### src/rtl/serial_sub_pkg.sv
`default_nettype none
// ============================================================================
// Module   : serial_sub_pkg
// Purpose  : Shared definitions for the serial subtractor: control state
//            encodings and a ceil(log2) helper for sizing the digit counter.
// Ports    : none (package)
// Revision : 1.0 - initial release
// ============================================================================
package serial_sub_pkg;

    localparam logic [1:0] c_st_idle = 2'd0;
    localparam logic [1:0] c_st_run  = 2'd1;
    localparam logic [1:0] c_st_done = 2'd2;

    // Ceiling of log2(n); returns 0 for n <= 1.
    function automatic int clog2(input int n);
        int r;
        r = 0;
        while ((1 << r) < n) begin
            r = r + 1;
        end
        return r;
    endfunction

endpackage
`default_nettype wire

### src/rtl/sub_digit.sv
`default_nettype none
// ============================================================================
// Module   : sub_digit
// Purpose  : Combinational DIGIT-bit ripple-borrow subtractor: d = x - y - bi.
// Ports    : x  [DIGIT] in  - minuend digit
//            y  [DIGIT] in  - subtrahend digit
//            bi [1]     in  - borrow in
//            d  [DIGIT] out - difference digit
//            bo [1]     out - borrow out
// Revision : 1.0 - initial release
// ============================================================================
module sub_digit
    import serial_sub_pkg::*;
#(
    parameter int DIGIT = 1
) (
    input  logic [DIGIT-1:0] x,
    input  logic [DIGIT-1:0] y,
    input  logic             bi,
    output logic [DIGIT-1:0] d,
    output logic             bo
);

    logic w_brw;

    // Borrow ripples from bit 0 upward; a borrow is produced when y exceeds
    // x at this bit, or when they are equal and a borrow is already pending.
    always_comb begin
        w_brw = bi;
        d     = '0;
        for (int i = 0; i < DIGIT; i++) begin
            d[i]  = x[i] ^ y[i] ^ w_brw;
            w_brw = (~x[i] & y[i]) | (~(x[i] ^ y[i]) & w_brw);
        end
        bo = w_brw;
    end

endmodule
`default_nettype wire

### src/rtl/serial_subtractor.sv
`default_nettype none
// ============================================================================
// Module   : serial_subtractor
// Purpose  : Multi-cycle WIDTH-bit subtractor, diff = a - b - bin, processed
//            DIGIT bits per clock LSB first, with start/busy/done handshake.
// Ports    : clk    in  1      rising-edge clock
//            rst    in  1      asynchronous active-high reset
//            start  in  1      request, sampled only while idle
//            a      in  WIDTH  minuend, captured on accepted start
//            b      in  WIDTH  subtrahend, captured on accepted start
//            bin    in  1      borrow in, captured on accepted start
//            busy   out 1      high whenever not idle
//            done   out 1      one-cycle pulse, result valid from this cycle
//            diff   out WIDTH  result, held until the next done
//            borrow out 1      final borrow out, held until the next done
//            ovf    out 1      two's-complement overflow (only with
//                              SERIAL_SUB_OVF_EN defined)
// Config   : `define SERIAL_SUB_OVF_EN adds the ovf output.
// Revision : 1.0 - initial release
// ============================================================================
module serial_subtractor
    import serial_sub_pkg::*;
#(
    parameter int WIDTH = 8,
    parameter int DIGIT = 1
) (
    input  logic             clk,
    input  logic             rst,
    input  logic             start,
    input  logic [WIDTH-1:0] a,
    input  logic [WIDTH-1:0] b,
    input  logic             bin,
    output logic             busy,
    output logic             done,
    output logic [WIDTH-1:0] diff,
    output logic             borrow
`ifdef SERIAL_SUB_OVF_EN
    ,
    output logic             ovf
`endif
);

    localparam int K  = WIDTH / DIGIT;
    localparam int CW = (clog2(K) < 1) ? 1 : clog2(K);
    localparam logic [CW-1:0] c_cnt_last = CW'(K - 1);

    generate
        if ((WIDTH < 2) || (DIGIT < 1) || ((WIDTH % DIGIT) != 0)) begin : g_bad_params
            $error("serial_subtractor: WIDTH must be >= 2 and a multiple of DIGIT");
        end
    endgenerate

    logic [1:0]       r_state;
    logic [1:0]       w_state_nxt;
    logic [CW-1:0]    r_cnt;
    logic [WIDTH-1:0] r_a_sh;
    logic [WIDTH-1:0] r_b_sh;
    logic [WIDTH-1:0] r_diff_sh;
    logic             r_brw;

    logic             w_accept;
    logic             w_step;
    logic             w_last;
    logic [DIGIT-1:0] w_d;
    logic             w_bo;
    logic [WIDTH-1:0] w_diff_next;

    sub_digit #(
        .DIGIT (DIGIT)
    ) u_sub_digit (
        .x  (r_a_sh[DIGIT-1:0]),
        .y  (r_b_sh[DIGIT-1:0]),
        .bi (r_brw),
        .d  (w_d),
        .bo (w_bo)
    );

    // New digit enters at the MSB end; after K steps the LSB digit has been
    // pushed down to bit 0 and the register holds the full difference.
    assign w_diff_next = WIDTH'({w_d, r_diff_sh} >> DIGIT);

    assign w_accept = (r_state == c_st_idle) && start;
    assign w_step   = (r_state == c_st_run);
    assign w_last   = w_step && (r_cnt == c_cnt_last);

    assign busy = (r_state != c_st_idle);
    assign done = (r_state == c_st_done);

    always_comb begin
        w_state_nxt = r_state;
        case (r_state)
            c_st_idle: if (start)  w_state_nxt = c_st_run;
            c_st_run:  if (w_last) w_state_nxt = c_st_done;
            c_st_done: w_state_nxt = c_st_idle;
            default:   w_state_nxt = c_st_idle;
        endcase
    end

    always_ff @(posedge clk or posedge rst) begin
        if (rst) begin
            r_state   <= c_st_idle;
            r_cnt     <= '0;
            r_a_sh    <= '0;
            r_b_sh    <= '0;
            r_diff_sh <= '0;
            r_brw     <= 1'b0;
            diff      <= '0;
            borrow    <= 1'b0;
        end else begin
            r_state <= w_state_nxt;
            if (w_accept) begin
                r_a_sh <= a;
                r_b_sh <= b;
                r_brw  <= bin;
                r_cnt  <= '0;
            end else if (w_step) begin
                r_a_sh    <= r_a_sh >> DIGIT;
                r_b_sh    <= r_b_sh >> DIGIT;
                r_brw     <= w_bo;
                r_diff_sh <= w_diff_next;
                r_cnt     <= r_cnt + CW'(1);
            end
            if (w_last) begin
                diff   <= w_diff_next;
                borrow <= w_bo;
            end
        end
    end

`ifdef SERIAL_SUB_OVF_EN
    // Operand sign bits are shifted out during the run, so keep copies.
    logic r_a_msb;
    logic r_b_msb;

    always_ff @(posedge clk or posedge rst) begin
        if (rst) begin
            r_a_msb <= 1'b0;
            r_b_msb <= 1'b0;
            ovf     <= 1'b0;
        end else begin
            if (w_accept) begin
                r_a_msb <= a[WIDTH-1];
                r_b_msb <= b[WIDTH-1];
            end
            if (w_last) begin
                ovf <= (r_a_msb != r_b_msb) && (w_diff_next[WIDTH-1] != r_a_msb);
            end
        end
    end
`endif

endmodule
`default_nettype wire

### config.mk
export PLATFORM = sky130hd
export DESIGN_NAME = serial_subtractor
export DESIGN_NICKNAME = d
export VERILOG_FILES = /design/src/rtl/serial_sub_pkg.sv /design/src/rtl/sub_digit.sv /design/src/rtl/serial_subtractor.sv
export SDC_FILE = /design/constraint.sdc
export NUM_CORES = 1
export LEC_CHECK = 0
export CAP_MARGIN = 40
export CELL_PAD_IN_SITES_DETAIL_PLACEMENT = 1
export CELL_PAD_IN_SITES_GLOBAL_PLACEMENT = 1
export CORE_MARGIN = 5
export CORE_UTILIZATION = 38
export CTS_CLUSTER_DIAMETER = 80
export DETAILED_ROUTE_END_ITERATION = 10
export GPL_ROUTABILITY_DRIVEN = 0
export PLACE_DENSITY_LB_ADDON = 0.1
export SLEW_MARGIN = 10
export SYNTH_ARGS = -nofsm -noshare
export SYNTH_HDL_FRONTEND = slang
export SYNTH_SLANG_ARGS = --single-unit
export TNS_END_PERCENT = 1
### constraint.sdc
create_clock -name clk -period 1.3 [get_ports clk]
set_input_delay 0.13 -clock clk [delete_from_list [all_inputs] [get_ports clk]]
set_output_delay 0.13 -clock clk [all_outputs]
set_load 0.01 [all_outputs]
==> reports/summary.txt <==
status: complete, but fails checks
failing checks: negative setup slack
vias in the first global route: 1374
leading cell types by count after synthesis: dfrtp_1, inv_1, mux2_1, nor2b_1
first-pass GRT wire length: 6.51 mm
Port Buffers: 30
sequential share of power: 38.1%
Synth Warn #: 0
Die Wd: 78.5 um
# H-tree levels: 2
initial antenna violation count: 0
WL/cell: 16.0 um
FMAX: 687 MHz
Post-Syn Instances: 139
Final WS setup: -156 ps
max-cap violations: 0
Layout area overhead: 37.5%
Post-Place Worst Slack: -292 ps
Period minus WS final: 1460 ps
Worst-Margin Slew: 390 ps
commonest register cell after synthesis: dfrtp_1
most common cell in the netlist: dfrtp_1
Pins Over Slew Limit: 0
final WL: 3.83 mm
Worst setup EP type: flip-flop
Final HPWL DP: 2.59 mm
Clock Skew: 6.08 ps
Final setup viols: 14
DRT Pass-1 Iters: 5
Logic pwr share: 48.0%
initial core utilization: 38.5%
Yosys top cell area share: 53.4%
Post-synth ARST share: 100%
CTS root buffer: clkbuf_8
I/O pins: 31
Vias: 1243
Critical Path Source Type: flip-flop
CP required: 1460 ps
leading area contributor after synthesis: dfrtp_1
share of cells above drive strength 1: 32.8%
largest net degree at the start of global routing: 39
Placed Cells: 228
clock-pin slew on the worst setup and hold paths: 70 ps
sequential-to-total area share from yosys stat: 53.4%
Die H: 78.5 um
clk_lat worst skew: 280 ps
CTS sink count: 38
total global-route track usage: 13.5%
reg2reg end: diff[2]
Hold Crit Class: input port to asynchronous set/reset pin
Placeable Area: 4630 um^2
Layout Cells excl Fill: 240
ranking of synthesized cells by area: dfrtp_1, mux2_1, a221oi_2
post-synth cell types: 23
Mean Syn Cell Area: 12.8 um^2
Final ANT Viol Nets: 0
worst r2r path cells: 5
CTS Buf Count: 5
synthesized area: 1780 um^2
Slew headroom: 73.9%
Ant. Diodes: 0
Setup CP Type: flip-flop to flip-flop
Vias/cell: 5.18
Congestion Overflow GR: 0
clock tree buffer depth: 2
Final nets: 209
FF-to-FF Start: r_cnt[1]
Starting DRT DRC Count: 56
R2R Setup Slk: -160 ps
RSZ-0062 raised after global routing: true
row cnt: 25
flops & latches, synth: 38
Hold Fails Final Rpt: 0
Sw Pwr: 1790 uW
Clk network pwr share: 13.9%
VDD IR-drop max: 755 uV
Max FO, Critical Path: 10
die footprint: 6150 um^2
TritonCTS clock tree: done
worst hold slack: 203 ps
sw frac: 33.3%
Post-synth EDFFs: 0
detailed-route DRC error count: 0
Tcrit/Tclk final: 112%
Syn Nets: 162
internal power: 3600 uW
PwrDens: 2200 nW/um^2
arrival time at the worst endpoint: 1620 ps
Leak: 0.00112 uW
worst max-delay path by stage:
| stage | startpoint | end | slack [ps] | cells past startpoint |
|---|---|---|---|---|
| floorplan | r_cnt[1] | diff[0] | -60 | 5 |
| CTS | r_cnt[1] | diff[2] | -170 | 5 |
| detailed placement | start | r_cnt[0] | -290 | 3 |
| finish | r_cnt[1] | diff[2] | -160 | 5 |
| global placement | start | r_cnt[0] | -220 | 3 |
| global route | r_cnt[1] | diff[2] | -200 | 5 |
cell families after synthesis:
logic type / share of synthesized area, %
AOI/OAI and AO/OA: 13.8
muxes: 10.7
buffers and inverters: 9.07
and+or+nand+nor: 10.5
adders and majority gates: 2.53
DFF: 53.4
critical path, cell delays in order (launching register included):
cell	delay, ps
dfrtp_1	390
ha_2	200
ha_4	160
nand3b_1	130
buf_12	160
mux2_4	300
cell type report:
cell class,count,area [um^2]
Sequential cell,38,953
Inverter,19,71.3
Tap cell,54,67.6
Clock buffer,7,76.3
Multi-Input combinational cell,71,786
Timing Repair Buffer,51,493
Fill cell,473,2180
metal layers:
layer	GRT usage, %	routed length (um)	part of all wire, %	up-vias
li1	-	-	-	584
met1	16.2	1700	44	630
met2	23.4	1980	52	24
met3	3.33	103	2.7	5
met4	4.72	47	1.2	0
met5	0	0	0	-
flip-flops by register name, summed over array words and instances (netlist names):
signal,cells
r_brw,1
r_state,2
r_b_sh,8
r_cnt,3
borrow,1
diff,8
r_diff_sh,7
r_a_sh,8
stage by stage:
step	total power [uW]	TNS [ps]	area (um^2)	util [%]
global route	5800	-2630	2450	52.9
detailed placement	4480	-6550	2250	48.5
global placement	4370	-4870	2250	48.5
floorplan	3720	-463	1820	-
finish	5390	-1460	2450	52.9
CTS	5360	-1690	2420	52.2
cells in the final DEF, fill, tap and decap left out:
cell	count
a22o_1	2
fa_1	1
nor2_2	1
inv_1	19
clkbuf_8	5
mux2_1	2
mux2_2	1
buf_4	13
ha_2	1
clkdlybuf4s15_1	1
a32o_1	2
clkdlybuf4s50_1	19
clkbuf_1	2
nor2b_4	1
mux2_4	13
buf_2	1
buf_6	6
a21oi_1	1
mux2i_1	1
nand3b_1	1
a222oi_1	8
dlymetal6s2s_1	1
ha_4	1
buf_12	2
nor2_1	7
nor4b_2	5
nand2b_1	3
dlygate4sd2_1	8
dfrtp_2	2
nor2b_1	9
nor4b_1	2
o21bai_4	2
dfrtp_1	36
a221oi_2	7
power groups by stage:
stage / registers (uW) / logic, uW / clock network [uW]
2_1_floorplan: 2040 / 1680 / 0
3_5_place_dp: 2080 / 2400 / 0
6_report: 2050 / 2590 / 747
4_1_cts: 2060 / 2530 / 776
3_3_place_gp: 2050 / 2320 / 0
5_1_grt: 2130 / 2840 / 829
what timing repair did:
action	in CTS	in global routing
buffers inserted	4	0
setup endpoints to repair	44	32
gates resized for setup	29	8
pin swaps	9	2
hold buffers	0	0
cloned	1	0
Note: power is estimated with default switching activity, not from simulation.
